--- config.mk ---
export PLATFORM = sky130hd
export DESIGN_NAME = fpi2cseq
export DESIGN_NICKNAME = d
export VERILOG_FILES = /design/src/rtl/fpi2cseq.sv
export SDC_FILE = /design/constraint.sdc
export NUM_CORES = 1
export LEC_CHECK = 0
export BUFFER_PORTS_ARGS = -buffer_cell sky130_fd_sc_hd__buf_2
export CAP_MARGIN = 10
export CORE_MARGIN = 2
export CORE_UTILIZATION = 35
export DETAILED_ROUTE_END_ITERATION = 7
export PLACE_DENSITY = 0.68
export SETUP_SLACK_MARGIN = 0.4
export SYNTH_ARGS = -nofsm -noshare
export SYNTH_HDL_FRONTEND = slang
export SYNTH_SLANG_ARGS = --single-unit
export TNS_END_PERCENT = 50
--- constraint.sdc ---
create_clock -name CLOCK -period 3.6 [get_ports CLOCK]
set_input_delay 0.54 -clock CLOCK [delete_from_list [all_inputs] [get_ports CLOCK]]
set_output_delay 0.54 -clock CLOCK [all_outputs]
set_load 0.005 [all_outputs]
--- src/rtl/fpi2cseq.sv ---
// I2C byte/bit sequencer below the front-panel register interface.
// Runs up to six opcode fields on an open-drain SCL/SDA pair, stepped by CSTEP.
module fpi2cseq #(
    parameter int DIVIDE = 125
) (
    input  logic        CLOCK,
    input  logic        RESET,
    input  logic        CSTEP,
    input  logic        wrcmd,
    input  logic [63:0] command,
    output logic [63:0] comand,
    output logic [63:0] status,
    output logic        sclo,
    output logic        sdao,
    input  logic        sdai
);

    localparam int DW = (DIVIDE > 2) ? $clog2(DIVIDE) : 1;
    localparam logic [DW-1:0] DIV_LAST = DW'(DIVIDE - 1);

    typedef enum logic [2:0] {
        S_IDLE  = 3'd0,
        S_START = 3'd1,
        S_BIT   = 3'd2,
        S_STOP  = 3'd3,
        S_DONE  = 3'd4
    } state_t;

    state_t         state_q, state_d;
    logic [2:0]     fld_q, fld_d;
    logic [3:0]     bit_q, bit_d;
    logic [1:0]     qtr_q, qtr_d;
    logic [DW-1:0]  div_q, div_d;
    logic [63:0]    comand_q, comand_d;
    logic           busy_q, busy_d;
    logic           ackerr_q, ackerr_d;
    logic           overrun_q, overrun_d;
    logic [2:0]     cnt_q, cnt_d;
    logic [47:0]    rdsr_q, rdsr_d;
    logic           ack_q, ack_d;
    logic           sclo_q, sclo_d;
    logic           sdao_q, sdao_d;
    logic [9:0]     cur_fw_s;
    logic [9:0]     nxt_fw_s;
    logic [9:0]     first_fw_s;
    logic           qend_s;
    logic [1:0]     drv_s;

    function automatic logic [9:0] field_of(input logic [63:0] cmd, input logic [2:0] idx);
        logic [9:0] fw;
        case (idx)
            3'd0:    fw = cmd[59:50];
            3'd1:    fw = cmd[49:40];
            3'd2:    fw = cmd[39:30];
            3'd3:    fw = cmd[29:20];
            3'd4:    fw = cmd[19:10];
            3'd5:    fw = cmd[9:0];
            default: fw = 10'd0;
        endcase
        return fw;
    endfunction

    function automatic state_t field_entry(input logic [9:0] fw);
        state_t st;
        case (fw[9:8])
            2'd0:    st = S_STOP;
            2'd1:    st = S_START;
            default: st = S_BIT;
        endcase
        return st;
    endfunction

    // Pin levels for a sequencer position; {scl, sda}, 1 = released.
    function automatic logic [1:0] bus_drive(input state_t st, input logic [1:0] q,
                                             input logic [3:0] b, input logic [9:0] fw);
        logic       scl;
        logic       sda;
        logic [7:0] d;
        d = fw[7:0];
        case (st)
            S_START: begin
                scl = (q == 2'd1) || (q == 2'd2);
                sda = (q == 2'd0) || (q == 2'd1);
            end
            S_BIT: begin
                scl = q[1];
                if (b == 4'd8) begin
                    sda = (fw[9:8] == 2'd3) ? fw[0] : 1'b1;
                end else begin
                    sda = (fw[9:8] == 2'd3) ? 1'b1 : d[3'd7 - b[2:0]];
                end
            end
            S_STOP: begin
                scl = (q != 2'd0);
                sda = (q == 2'd2);
            end
            default: begin
                scl = 1'b1;
                sda = 1'b1;
            end
        endcase
        return {scl, sda};
    endfunction

    assign cur_fw_s   = field_of(comand_q, fld_q);
    assign first_fw_s = field_of(command, 3'd0);

    // Next-state logic: command acceptance, quarter divider and field sequencing.
    always_comb begin
        state_d   = state_q;
        fld_d     = fld_q;
        bit_d     = bit_q;
        qtr_d     = qtr_q;
        div_d     = div_q;
        comand_d  = comand_q;
        busy_d    = busy_q;
        ackerr_d  = ackerr_q;
        overrun_d = overrun_q;
        cnt_d     = cnt_q;
        rdsr_d    = rdsr_q;
        ack_d     = ack_q;
        nxt_fw_s  = 10'd0;
        qend_s    = 1'b0;

        if (wrcmd && busy_q) begin
            overrun_d = 1'b1;
        end else begin
            overrun_d = overrun_q;
        end

        if (wrcmd && !busy_q) begin
            comand_d  = command;
            busy_d    = 1'b1;
            ackerr_d  = 1'b0;
            overrun_d = 1'b0;
            rdsr_d    = 48'd0;
            fld_d     = 3'd0;
            bit_d     = 4'd0;
            qtr_d     = 2'd0;
            div_d     = {DW{1'b0}};
            state_d   = field_entry(first_fw_s);
            cnt_d     = (first_fw_s[9:8] == 2'd0) ? 3'd1 : 3'd0;
        end else if (CSTEP) begin
            if (div_q == DIV_LAST) begin
                qend_s = 1'b1;
            end else begin
                qend_s = 1'b0;
            end
            case (state_q)
                S_START: begin
                    div_d = qend_s ? {DW{1'b0}} : div_q + 1'b1;
                    if (qend_s) begin
                        if (qtr_q == 2'd3) begin
                            state_d = S_BIT;
                            bit_d   = 4'd0;
                            qtr_d   = 2'd0;
                        end else begin
                            qtr_d = qtr_q + 2'd1;
                        end
                    end else begin
                        qtr_d = qtr_q;
                    end
                end
                S_BIT: begin
                    div_d = qend_s ? {DW{1'b0}} : div_q + 1'b1;
                    if (qend_s && (qtr_q == 2'd2)) begin
                        qtr_d = 2'd3;
                        if (bit_q == 4'd8) begin
                            ack_d = sdai;
                        end else if (cur_fw_s[9:8] == 2'd3) begin
                            rdsr_d = {rdsr_q[46:0], sdai};
                        end else begin
                            ack_d = ack_q;
                        end
                    end else if (qend_s && (qtr_q == 2'd3)) begin
                        qtr_d = 2'd0;
                        if (bit_q == 4'd8) begin
                            // Field finished: count it, then stop on NACK or dispatch the next one.
                            cnt_d = cnt_q + 3'd1;
                            fld_d = fld_q + 3'd1;
                            bit_d = 4'd0;
                            if ((cur_fw_s[9:8] != 2'd3) && ack_q) begin
                                ackerr_d = 1'b1;
                                state_d  = S_STOP;
                            end else if (fld_q == 3'd5) begin
                                state_d = S_STOP;
                            end else begin
                                nxt_fw_s = field_of(comand_q, fld_q + 3'd1);
                                state_d  = field_entry(nxt_fw_s);
                                if (nxt_fw_s[9:8] == 2'd0) begin
                                    cnt_d = cnt_q + 3'd2;
                                end else begin
                                    cnt_d = cnt_q + 3'd1;
                                end
                            end
                        end else begin
                            bit_d = bit_q + 4'd1;
                        end
                    end else if (qend_s) begin
                        qtr_d = qtr_q + 2'd1;
                    end else begin
                        qtr_d = qtr_q;
                    end
                end
                S_STOP: begin
                    div_d = qend_s ? {DW{1'b0}} : div_q + 1'b1;
                    if (qend_s) begin
                        if (qtr_q == 2'd2) begin
                            state_d = S_DONE;
                            qtr_d   = 2'd0;
                        end else begin
                            qtr_d = qtr_q + 2'd1;
                        end
                    end else begin
                        qtr_d = qtr_q;
                    end
                end
                S_DONE: begin
                    state_d = S_IDLE;
                    busy_d  = 1'b0;
                end
                default: begin
                    state_d = S_IDLE;
                end
            endcase
        end else begin
            state_d = state_q;
        end

        drv_s  = bus_drive(state_d, qtr_d, bit_d, field_of(comand_d, fld_d));
        sclo_d = drv_s[1];
        sdao_d = drv_s[0];
    end

    // State, status and pin registers; RESET returns to an idle, released bus.
    always_ff @(posedge CLOCK) begin
        if (RESET) begin
            state_q   <= S_IDLE;
            fld_q     <= 3'd0;
            bit_q     <= 4'd0;
            qtr_q     <= 2'd0;
            div_q     <= {DW{1'b0}};
            comand_q  <= 64'd0;
            busy_q    <= 1'b0;
            ackerr_q  <= 1'b0;
            overrun_q <= 1'b0;
            cnt_q     <= 3'd0;
            rdsr_q    <= 48'd0;
            ack_q     <= 1'b0;
            sclo_q    <= 1'b1;
            sdao_q    <= 1'b1;
        end else begin
            state_q   <= state_d;
            fld_q     <= fld_d;
            bit_q     <= bit_d;
            qtr_q     <= qtr_d;
            div_q     <= div_d;
            comand_q  <= comand_d;
            busy_q    <= busy_d;
            ackerr_q  <= ackerr_d;
            overrun_q <= overrun_d;
            cnt_q     <= cnt_d;
            rdsr_q    <= rdsr_d;
            ack_q     <= ack_d;
            sclo_q    <= sclo_d;
            sdao_q    <= sdao_d;
        end
    end

    assign comand = comand_q;
    assign status = {busy_q, ackerr_q, overrun_q, 1'b0, 1'b0, cnt_q, 8'd0, rdsr_q};
    assign sclo   = sclo_q;
    assign sdao   = sdao_q;

endmodule

Word-level counts from Yosys, hierarchy flattened
Cells that the tools add are included.

word-level totals
  logic and storage cells = 163
  bits of input ports = 69
  flip-flop bits (word level) = 140
  output and inout port bits = 130

operators by class
  equal/unequal tests = 35
  muxes and demuxes = 74
  bitwise gates (word level) = 3
  magnitude comparators = 1
  $add $sub $neg = 7
  reductions and logical operators = 28

operators by type and width
  operator                                       count
  case mux 10 bit (6 select lines)               3
  2-to-1 mux 10 bit                              8
  2-to-1 mux 3 bit                               24
  2-to-1 mux 60 bit                              1
  == test 3 x 2 -> 1 bit, second input constant  10
  2-to-1 mux 4 bit                               7
  2-to-1 mux 2 bit                               11
  == test 3 bit, second input constant           7
  == test 3 x 1 -> 1 bit, second input constant  5
  AND reduction 5 bit                            3
  nonzero test 2 bit                             6
  2-to-1 mux 1 bit                               11
  == test 2 bit, second input constant           5
  zero test 3 bit                                3
  case mux 3 bit (3 select lines)                1
  == test 4 bit, second input constant           2
  case mux 2 bit (2 select lines)                2
  case mux 4 bit (2 select lines)                1
  adder 7 x 1 -> 7 bit, second input constant    1
  == test 7 bit, second input constant           1
  2-to-1 mux 7 bit                               1
  adder 3 x 1 -> 3 bit, second input constant    2
  == test 2 x 1 -> 1 bit, second input constant  3
  zero test 2 bit                                3
  17 further kinds                               27

Longest topological paths before layout
Gate-level depths: netlist of the first run.

  depth after elaboration = 23
  depth in mapped cells = 14
  gate-level depth less buffers = 14

Worst setup path before layout of the first run
Ideal clock, no wire load.

  path kind = register -> register
  start point = register fld_q[0]
  end point = register sdao_q, in the netlist sdao
  path buffers = 2
  stages on the path, launching flop included = 14
  path slack = 677 ps
  clock period less this slack = 2923 ps
  arrival time = 2793 ps
  path through = dfxtp_1 clkbuf_1 inv_1 buf_6 ha_1 a221oi_1 a31oi_1 or2_2 o31a_1 o22ai_1 mux2i_1 nand2_1 o31ai_1 a32oi_1

between the ends
  word-level cells in the longest chain between the ends = 23
  elaborated cells on any way between the ends = 59

RTL lines
  element                                                           RTL line  source
  start: declaration                                                30        logic [2:0] fld_q, fld_d;
  start signal: assignment                                          254       fld_q <= fld_d;
  adder 3 x 1 -> 3 bit                                              180, 188
  == test 3 bit (tied with other cells)                             51        case (idx)
  case mux 10 bit (6 select lines)                                  51
  2-to-1 mux 10 bit                                                 185       end else if (fld_q == 3'd5) begin
  2-to-1 mux 10 bit                                                 182       if ((cur_fw_s[9:8] != 2'd3) && ack_q) begin
  2-to-1 mux 10 bit                                                 177       if (bit_q == 4'd8) begin
  2-to-1 mux 10 bit                                                 175       end else if (qend_s && (qtr_q == 2'd3)) begin
  2-to-1 mux 10 bit                                                 166       if (qend_s && (qtr_q == 2'd2)) begin
  (+7 left out)                                                     n/a
  2-to-1 mux 3 bit                                                  177
  2-to-1 mux 3 bit                                                  175
  2-to-1 mux 3 bit                                                  166
  case mux 3 bit (3 select lines)                                   149       case (state_q)
  2-to-1 mux 3 bit                                                  143       end else if (CSTEP) begin
  2-to-1 mux 3 bit                                                  131       if (wrcmd && !busy_q) begin
  == test 3 x 2 -> 1 bit or == test 3 x 1 -> 1 bit (tied branches)  80        case (st)
  case mux 1 bit (3 select lines) *                                 80
  end signal: assignment                                            266       sdao_q <= sdao_d;
  end: declaration                                                  42        logic sdao_q, sdao_d;

Every way passes the cells marked *; elsewhere a longest branch is shown, timed or not. The select of a mux whose other input is x is not followed.
A chain may end at the register's enable or synchronous reset.

Worst setup path in the final report of the first run
  start point = register qtr_q[0]
  end point = register sdao_q, in the netlist sdao

between the ends
  word-level cells in the longest chain between the ends = 14
  elaborated cells on any way between the ends = 59

RTL lines
  element                                 RTL line  source
  start: declaration                      32        logic [1:0] qtr_q, qtr_d;
  start signal: assignment                256       qtr_q <= qtr_d;
  == test 2 bit                           153, 175
  logical AND 1 bit                       175
  2-to-1 mux 3 bit                        175
  2-to-1 mux 3 bit                        166
  2-to-1 mux 3 bit                        149
  2-to-1 mux 3 bit                        143
  2-to-1 mux 3 bit                        131
  == test 3 bit (tied with other cells)   51
  case mux 10 bit (6 select lines)        51
  binary-select mux 1 bit (select 3 bit)  90        sda = (fw[9:8] == 2'd3) ? 1'b1 : d[3'd7 - b[2:0]];
  2-to-1 mux 1 bit (not written as such)  90
  2-to-1 mux 1 bit                        90
  2-to-1 mux 1 bit                        87        if (b == 4'd8) begin
  case mux 1 bit (3 select lines) *       80

Marked as above.

==> results.md, run 1 <==
- Initial antenna violation count: 0
- Core Util, Final: 0.4488
- CP Class: flip-flop to flip-flop
- TNS Setup: 0 ns
- Worst clock skew: 0.008624 ns
- Switch Pwr: 0.001053 W
- Initial DRC count: 709
- Worst-path fanout max: 8
- Clock power frac: 0.472
- First drt pass iteration count: 5
- Non-Filler Instances: 1374
- Hold Vio Cnt, Final: 0
- TritonCTS clock tree: done
- Avg Cell Area, Syn: 7.740 um2
- Max_slew headroom: 0.4295
- Top cells by count, synth: 260 x nand2_1, 140 x dfxtp_1, 133 x a21oi_1, 43 x clkbuf_1, 43 x nor2_1
- Final setup fails: 0
- Avg Vias per Cell: 5.218
- Critical path startpoint: qtr_q[0]
- Inserted Diodes: 0
- Worst Hold Class: primary input to flip-flop
- Worst hold endpoint: comand[18]
- R2r setup slk: 0.57 ns
- Die Wd: 146.2 um
- Post-DRT Antenna Nets: 0
- FMAX: 330.4 MHz
- Hold depth: 3
- Clk buf depth: 2
- Die height: 146.2 um
- Final WS setup: 0.5738 ns
- Sequential cell fraction of total power: 0.432
- Setup WS pre-CTS: 0.2217 ns
- Clock transition at path regs: 0.07 ns
- Unrepaired setup endpoints after global routing: true
- DP HPWL: 16130 um
- Reg-to-reg startpoint: qtr_q[0]
- Flops & latches, synth: 140
- Wire per inst: 16.44 um
- # rows: 52
- Worst-Margin Slew: 0.8558 ns
- Worst Setup Start Kind: flip-flop
- I/O Buffers: 188
- Total CTS buffers: 17
- Cell taking the most area after synthesis: dfxtp_1
- Root Driver: clkbuf_16
- Leak: 3.714 nW
- Max-Cap Viols: 0
- Seq/Total Area, Yosys: 0.3962
- Nets@finish: 1178
- Vias: 7170
- Area of the die: 0.02137 mm2
- Final slew viol count: 0
- # clock sinks: 140
- Most numerous cell in the Yosys netlist: nand2_1
- Hold Startpoint: command[18]
- Core region area: 0.02004 mm2
- Crit path DAT: 3.33 ns
- Clock Latency Late Sink: 0.44 ns
- Fin crit period: 3.026 ns
- Logic pwr share: 0.096
- R2R Path End: sdao
- DR DRC count: 0
- Starting density of the core: 0.3530
- Post-Syn Area: 0.007074 mm2
- Ratio of cells with drive above 1 in the final layout: 0.2726
- Yosys top cell area share: 0.3962
- Gpl congestion: 0.9156
- H-Tree Depth: 4
- Yosys cell types: 86
- Status: finished clean
- Grt total ovfl: 0
- Maximum VDD drop: 0.3525 mV
- Final WL: 22590 um
- Global-route wire length before repair: 35180 um
- Post-synthesis cell count: 914
- Post-synth EDFFs: 0
- Global Route Usage Sum: 0.2055
- R2r worst-path depth: 11
- Cell Int Power: 0.002803 W
- Layout area overhead: 27.13%
- Final period util: 0.8406
- Layout fillers: 2055
- Net Sw Frac: 0.2730
- P per Cell Area: 428.7 mW/mm2
- Post-synth ARST share: 0
- Hold buffer count at CTS: 0
- Yosys warnings: 0
- Most used DFF post-synth: dfxtp_1
- Crit. End Element: flip-flop
- # placed instances: 1333
- Largest net degree at the start of global routing: 75
- Dominant cells by area after synthesis: dfxtp_1 40%, nand2_1 14%, a21oi_1 9.4%, ha_1 3.2%, mux2i_1 2.7%
- Req. time, crit path: 3.90 ns
- # IOs: 199
- Worst hold slack: 0.3332 ns
- Vias in the first global route: 6481
[state kept, by name (all words and copies together) (netlist names)]
signal     count
cnt_q          3
sclo           1
rdsr_q        48
bit_q          4
qtr_q          2
sdao           1
ack_q          1
overrun_q      1
busy_q         1
fld_q          3
ackerr_q       1
state_q        3
comand        64
div_q          7
[metal layers]
layer  track usage  wire length [um]  up-vias
met5             0                 0        -
met4       0.08010               637        0
met3       0.05188              1822       45
met2        0.3406             10710      338
met1        0.2575              9422     3274
li1              -                 -     3513
[cells by family after synthesis]
group | after synthesis | share of synthesized area
multiplexers | 24 | 0.03696
adder cells (fa/ha/maj) | 18 | 0.03184
AND/OR/NAND/NOR | 403 | 0.2556
AO/OA/AOI/OAI | 233 | 0.2015
XOR/XNOR | 8 | 0.01097
other | 1 | 0.0005301
flip-flops | 140 | 0.3962
buffers and inverters | 87 | 0.06650
[metrics by stage]
stage	total power, W	instance area, um2
after global placement	0.002063	8220
after global routing	0.003997	8994
after floorplan	0.001899	7108
final	0.003856	8994
after CTS	0.003891	8860
after detailed placement	0.002064	8220
[power groups by stage]
stage,clock [W],sequential [W],combinational (W)
after global placement,0,0.00170,0.000363
after CTS,0.00186,0.00166,0.000369
after detailed placement,0,0.00170,0.000365
after global routing,0.00191,0.00167,0.000412
final,0.00182,0.00167,0.000371
after floorplan,0,0.00168,0.000222
[repair_timing]
action | 4_1_cts | 5_1_grt
gates resized for setup | 1 | 19
cloned | 1 | 1
setup endpoints to repair | 1 | 4
pin swaps | 2 | 5
setup buffers | 3 | 4
[cell type report]
type | instances | area (um2) | area share
multi-input cells | 697 | 3943 | 0.4384
clock inverters | 15 | 178.9 | 0.01989
flip-flops and latches | 140 | 2805 | 0.3119
well taps | 270 | 337.8 | 0.03756
clock buffers | 17 | 425.4 | 0.04730
inverters | 13 | 48.80 | 0.005426
repair buffers | 222 | 1255 | 0.1395
[worst max-delay path, cell delays in order (launching register included)]
cell	delay [ns]
dfxtp_2	0.38
inv_2	0.08
ha_4	0.18
nand4b_1	0.16
buf_4	0.17
or4_4	0.58
mux2i_4	0.26
or2_2	0.33
a22oi_1	0.30
nand3_1	0.11
o31ai_1	0.25
a32oi_1	0.09
[how the worst max path moves through the flow]
stage | endpoint | slack, ns | depth (start not counted)
after CTS | sdao | 0.40 | 11
after detailed placement | sdao | 0.22 | 11
after floorplan | sdao | 0.68 | 13
after global routing | sdao | 0.37 | 13
after global placement | sdao | 0.29 | 11
final | sdao | 0.57 | 11
[placed cells by master, fill, tap and decap left out, types with 5 or more instances in the layout]
cell type  synthesis  layout
a21oi_1          133     133
dfxtp_1          140     138
inv_1             13      11
nor2_1            43      41
a31oi_1           10      10
nor2b_1            7       6
nand2b_1           8       6
buf_2              3     188
nand2_1          260     260
clkbuf_16          0      18
ha_1              18      13
conb_1             1      10
nor4_1             6       6
and2_1             5       5
buf_4             15      29
o21ai_0           23      23
a22oi_1            8       8
mux2i_1           19      18
nor3_1            17      16
nand4_1            9       9
nand3_1           18      18
(Power assumes the default switching activity.)
==> inputs of run 2 (changes only) <==
- clock period: 3.6 -> 2.9 ns (I/O delays scaled with it)
==> run 2 against run 1 <==
  * The flow now finishes with violations (negative setup slack)
  * Critical path depth increased by 2
  * Clock power up 19%
  * Design area rose by 5.7%
  * Combinational power grew 40%
  * Sequential power up 23%
  * Critical endpoint unchanged
  * Largest power group unchanged
==> results.md, run 2 (synthesis gave the netlist of run 1 again) <==
- I/O Buffers: 188
- Vias in the first global route: 6936
- Worst Setup Start Kind: flip-flop
- Req. time, crit path: 3.20 ns
- Final slew viol count: 0
- Crit-path slowest cell: dfxtp_4
- Die height: 146.2 um
- Die Wd: 146.2 um
- Post-DRT Antenna Nets: 0
- Final WL: 23400 um
- Initial DRC count: 545
- Layout area overhead: 34.40%
- Core region area: 0.02004 mm2
- Wire per inst: 16.49 um
- Hold buffer count at CTS: 0
- Buf/Inv on CP: 3
- Worst-Margin Slew: 0.8103 ns
- Max-Cap Viols: 0
- Vias: 7370
- Status: finished, violations left
- H-Tree Depth: 4
- Crit. End Element: flip-flop
- Final period util: 1.033
- Largest delay contributor family on the critical path: simple AND/OR/NAND/NOR gates
- Worst hold slack: 0.2386 ns
- Inserted Diodes: 0
- Global Route Usage Sum: 0.2151
- Hold Vio Cnt, Final: 0
- CP Class: flip-flop to flip-flop
- Critical path startpoint: qtr_q[0]
- Worst-path fanout max: 5
- Crit path DAT: 3.30 ns
- FMAX: 333.8 MHz
- Most frequent cells in the layout: 258 x nand2_1, 188 x buf_2, 136 x dfxtp_1
- Total CTS buffers: 17
- Clock Latency Late Sink: 0.43 ns
- Root Driver: clkbuf_16
- Maximum VDD drop: 0.4280 mV
- Max FFs per register: 64
- R2r setup slk: -0.1 ns
- Starting density of the core: 0.3530
- Global-route wire length before repair: 37000 um
- # clock sinks: 140
- Final setup fails: 1
- Largest net degree at the start of global routing: 74
- Worst Hold Class: primary input to flip-flop
- Hold Startpoint: command[21]
- Power consumption: 0.004728 W
- Ratio of cells with drive above 1 in the final layout: 0.3133
- Leak: 3.970 nW
- Max_slew headroom: 0.4598
- First drt pass iteration count: 5
- # rows: 52
- Initial antenna violation count: 0
- Nets@finish: 1223
- DR DRC count: 0
- Largest stage delay, worst path: 0.37 ns
- Clock transition at path regs: 0.06 ns
- Area of the die: 0.02137 mm2
- CP Cell Sequence: inv_4 > ha_4 > nand4b_1 > nor4_4 > buf_4 > buf_12 > mux2_4 > o21ai_4 > nor3_2 > o32ai_2 > nand3_1 > nor4b_2 > a32oi_1
- Avg Vias per Cell: 5.194
- Worst clock skew: 0.009347 ns
- Commonest non-fill, non-tap cell in the layout: nand2_1
- Gpl congestion: 0.9744
- Failing checks: negative setup slack
- Clk buf depth: 2
- Unrepaired setup endpoints after global routing: true
- DP HPWL: 16800 um
- Final WS setup: -0.09558 ns
- TritonCTS clock tree: done
- Fin crit period: 2.996 ns
- # IOs: 199
- P per Cell Area: 497.3 mW/mm2
- Reg-to-reg startpoint: qtr_q[0]
- Grt total ovfl: 0
==> run 2: cell count changes in the layout (fill, tap and decap cells not counted), sizes merged <==
cell / before / now
clkinv: 4 / 1
clkinvlp: 1 / 5
clkbuf: 18 / 19
bufinv: 2 / 1
or4: 2 / 1
buf: 221 / 266
==> run 2: final timing paths <==
path / to / cells after the start
worst min-delay path: comand[21] / 3
worst max register to register: sdao / 13
worst max-delay path: sdao / 13
worst min register to register: comand[62] / 2
==> run 2: what timing repair did <==
| action | CTS | global route |
|---|---|---|
| cloned | 0 | 2 |
| resized for setup | 15 | 13 |
| endpoints found under the setup margin | 51 | 51 |
| buffers inserted | 3 | 9 |
| pin swaps | 4 | 13 |
==> run 2: area by class of cell <==
class	instances	area, um2
tap	270	337.8
inverter	13	58.81
sequential	140	2815
clock buffer	17	425.4
multi-input combinational	696	4038
timing repair buffer	268	1679
fill	1991	10530
clock inverter	15	153.9
==> run 2: metal layers <==
layer | GRT usage | routed length [um] | vias to the layer above
met5 | 0 | 0 | -
li1 | - | - | 3608
met4 | 0.09854 | 788 | 0
met2 | 0.3547 | 11130 | 298
met3 | 0.05000 | 1556 | 51
met1 | 0.2677 | 9928 | 3413
==> run 2: stage by stage <==
step                       TNS [ns]  area, um2  worst slack, ns  cells  utilization
after detailed placement   -0.05062       8645         -0.05062   1373       0.4314
after CTS                  -0.03547       9318         -0.03547   1408       0.4650
after global placement    -0.009048       8645        -0.009048   1373       0.4314
final                      -0.09558       9508         -0.09558   1419       0.4745
after global routing        -0.2235       9508          -0.2235   1419       0.4745
after floorplan                   0       7231           0.2569    923            -
==> run 2: tightest hold or removal path: cells and delay by family <==
| kind | cells | cell delay [ns] |
|---|---|---|
| buffers and inverters | 1 | 0.10 |
| AOI/OAI and AO/OA | 1 | 0.05 |
| and+or+nand+nor | 1 | 0.04 |
==> run 2: power by group <==
group | internal [W] | total [W] | switching [W]
sequential | 0.00199 | 0.00205 | 0.0000644
clock | 0.00121 | 0.00216 | 0.000947
combinational | 0.000222 | 0.000519 | 0.000297
==> inputs of run 3 (changes only) <==
- CTS_BUF_LIST: not set -> sky130_fd_sc_hd__clkbuf_8
==> run 3 against run 2 <==
  * The flow still finishes with violations (negative setup slack)
  * Flip-flop and latch count is the same
  * Largest power group is now registers
  * Via count did not move
  * Clock-buffer cell count did not move
  * Power is 12% lower
  * Critical path depth is 2 higher
  * Largest cell class unchanged
  * Clock skew up 0.0045 ns
  * Wire length fell by 0.60%
  * Final cell count barely moved
  * Sequential power barely moved
  * Register-to-register slack got worse by 0.02 ns
  * Combinational power barely moved
  * Sequential share of layout area is 0.45 points higher
==> results.md, run 3 (synthesis gave the netlist of run 1 again) <==
- Core Util, Final: 0.4673
- Inserted Diodes: 0
- # IOs: 199
- Initial DRC count: 573
- Req. time, crit path: 3.28 ns
- Max FFs per register: 64
- Gpl congestion: 0.9744
- Clock Latency Late Sink: 0.46 ns
- Met3 Usage GRT: 0.06406
- Grt total ovfl: 0
- Final setup fails: 1
- M1 GR Usage: 0.2652
- Initial antenna violation count: 1
- Setup WS pre-CTS: -0.05062 ns
- Max_slew headroom: 0.4616
- Vias in the first global route: 6912
- Reg-to-reg startpoint: qtr_q[0]
- # rows: 52
- Max-Cap Viols: 0
- Buf/Inv on CP: 5
- H-Tree Depth: 4
- Global Route Usage Sum: 0.2135
- DP HPWL: 16800 um
- Die Wd: 146.2 um
- Nets@finish: 1224
- Largest stage delay, worst path: 0.38 ns
- Hold Startpoint: command[60]
- Final period util: 1.041
- TNS Setup: -0.1178 ns
- TritonCTS clock tree: done
- Power consumption: 0.004152 W
- Crit. End Element: flip-flop
- FMAX: 331.4 MHz
- Final WL: 23260 um
- Critical path startpoint: qtr_q[0]
- Layout area overhead: 32.38%
- Maximum VDD drop: 0.3339 mV
- P per Cell Area: 443.3 mW/mm2
- Total CTS buffers: 17
- CP Class: flip-flop to flip-flop
- Global-route wire length before repair: 36830 um
- Core region area: 0.02004 mm2
- Commonest non-fill, non-tap cell in the layout: nand2_1
- Final WS setup: -0.1178 ns
- Avg Vias per Cell: 5.190
- Hold Vio Cnt, Final: 0
- Layout fillers: 2010
- Most frequent cells in the layout: 258 x nand2_1, 188 x buf_2, 136 x dfxtp_1
- Area of the die: 0.02137 mm2
- Status: finished, violations left
- Fin crit period: 3.018 ns
- Leak: 3.898 nW
- # clock sinks: 140
- Worst path most repeated cell: buf_4
- Failing checks: negative setup slack
- Die height: 146.2 um
- CP Cell Sequence: inv_4 > ha_4 > nand4b_1 > nor4_4 > buf_4 > buf_6 > clkbuf_16 > mux2i_1 > buf_4 > nand3_1 > a21boi_0 > nor3_1 > a211oi_2 > nor4b_2 > a32oi_1
- Worst Setup Start Kind: flip-flop
- Post-DRT Antenna Nets: 0
- Gr busiest metal: met2
- Vias: 7370
- I/O Buffers: 188
- Largest net degree at the start of global routing: 74
- Largest delay contributor family on the critical path: simple AND/OR/NAND/NOR gates
- Wire per inst: 16.38 um
- Unrepaired setup endpoints after global routing: true
- Root Driver: clkbuf_8
- Clock transition at path regs: 0.09 ns
- Crit path DAT: 3.40 ns
- Worst-path fanout max: 5
- Ratio of cells with drive above 1 in the final layout: 0.3200
- Met2 GRT Util: 0.3488
- Worst hold slack: 0.2059 ns
- First drt pass iteration count: 5
- Crit-path slowest cell: dfxtp_4
- Worst Hold Class: primary input to flip-flop
- DR DRC count: 0
- Final slew viol count: 0
- Starting density of the core: 0.3530
- Clk buf depth: 2
- Worst clock skew: 0.01382 ns
- Worst-Margin Slew: 0.8076 ns
[run 3: cell count changes in the layout (fill, tap and decap cells not counted), sizes merged]
cell / delta
buf: +1
[run 3: tightest hold or removal path, cell delays in order]
cell	delay, ns
buf_2	0.10
nand2_1	0.04
a21oi_1	0.05
[run 3: routing by layer]
layer	wire (um)	share of wire
met5	31	0.0013
met4	690	0.030
met3	1622	0.070
met2	11040	0.47
met1	9872	0.42
[run 3: what timing repair did]
item / CTS / global route
setup endpoints to repair: 51 / 52
cloned: 0 / 2
hold buffers: 0 / 0
pin swaps: 4 / 14
resized for setup: 16 / 21
hold endpoints to repair: 0 / 0
setup buffers: 3 / 10
[run 3: cell type report]
| cell class | count | area, um2 | share of cell area |
|---|---|---|---|
| timing repair buffer | 269 | 1690 | 0.1805 |
| sequential | 140 | 2815 | 0.3006 |
| multi-input combinational | 696 | 4075 | 0.4351 |
| clock buffer | 17 | 234.0 | 0.02498 |
| tap | 270 | 337.8 | 0.03607 |
| inverter | 13 | 58.81 | 0.006279 |
| clock inverter | 15 | 153.9 | 0.01643 |
[run 3: stage by stage]
| step | cell area, um2 | std cells |
|---|---|---|
| 6_report | 9365 | 1420 |
| 3_3_place_gp | 8645 | 1373 |
| 2_1_floorplan | 7231 | 923 |
| 4_1_cts | 9136 | 1408 |
| 5_1_grt | 9365 | 1420 |
| 3_5_place_dp | 8645 | 1373 |
[run 3: power breakdown]
part	switching, W	total, W	internal, W	leakage [nW]
Combinational	0.000298	0.000522	0.000224	2.57
Sequential	0.0000640	0.00205	0.00198	1.14
Clock	0.000874	0.00158	0.000707	0.182
[run 3: worst paths after layout]
kind	endpoint	slack, ns	depth (start not counted)
setup / recovery	sdao	-0.12	15
hold reg to reg	comand[62]	0.46	2
hold / removal	comand[60]	0.21	3
setup reg to reg	sdao	-0.12	15
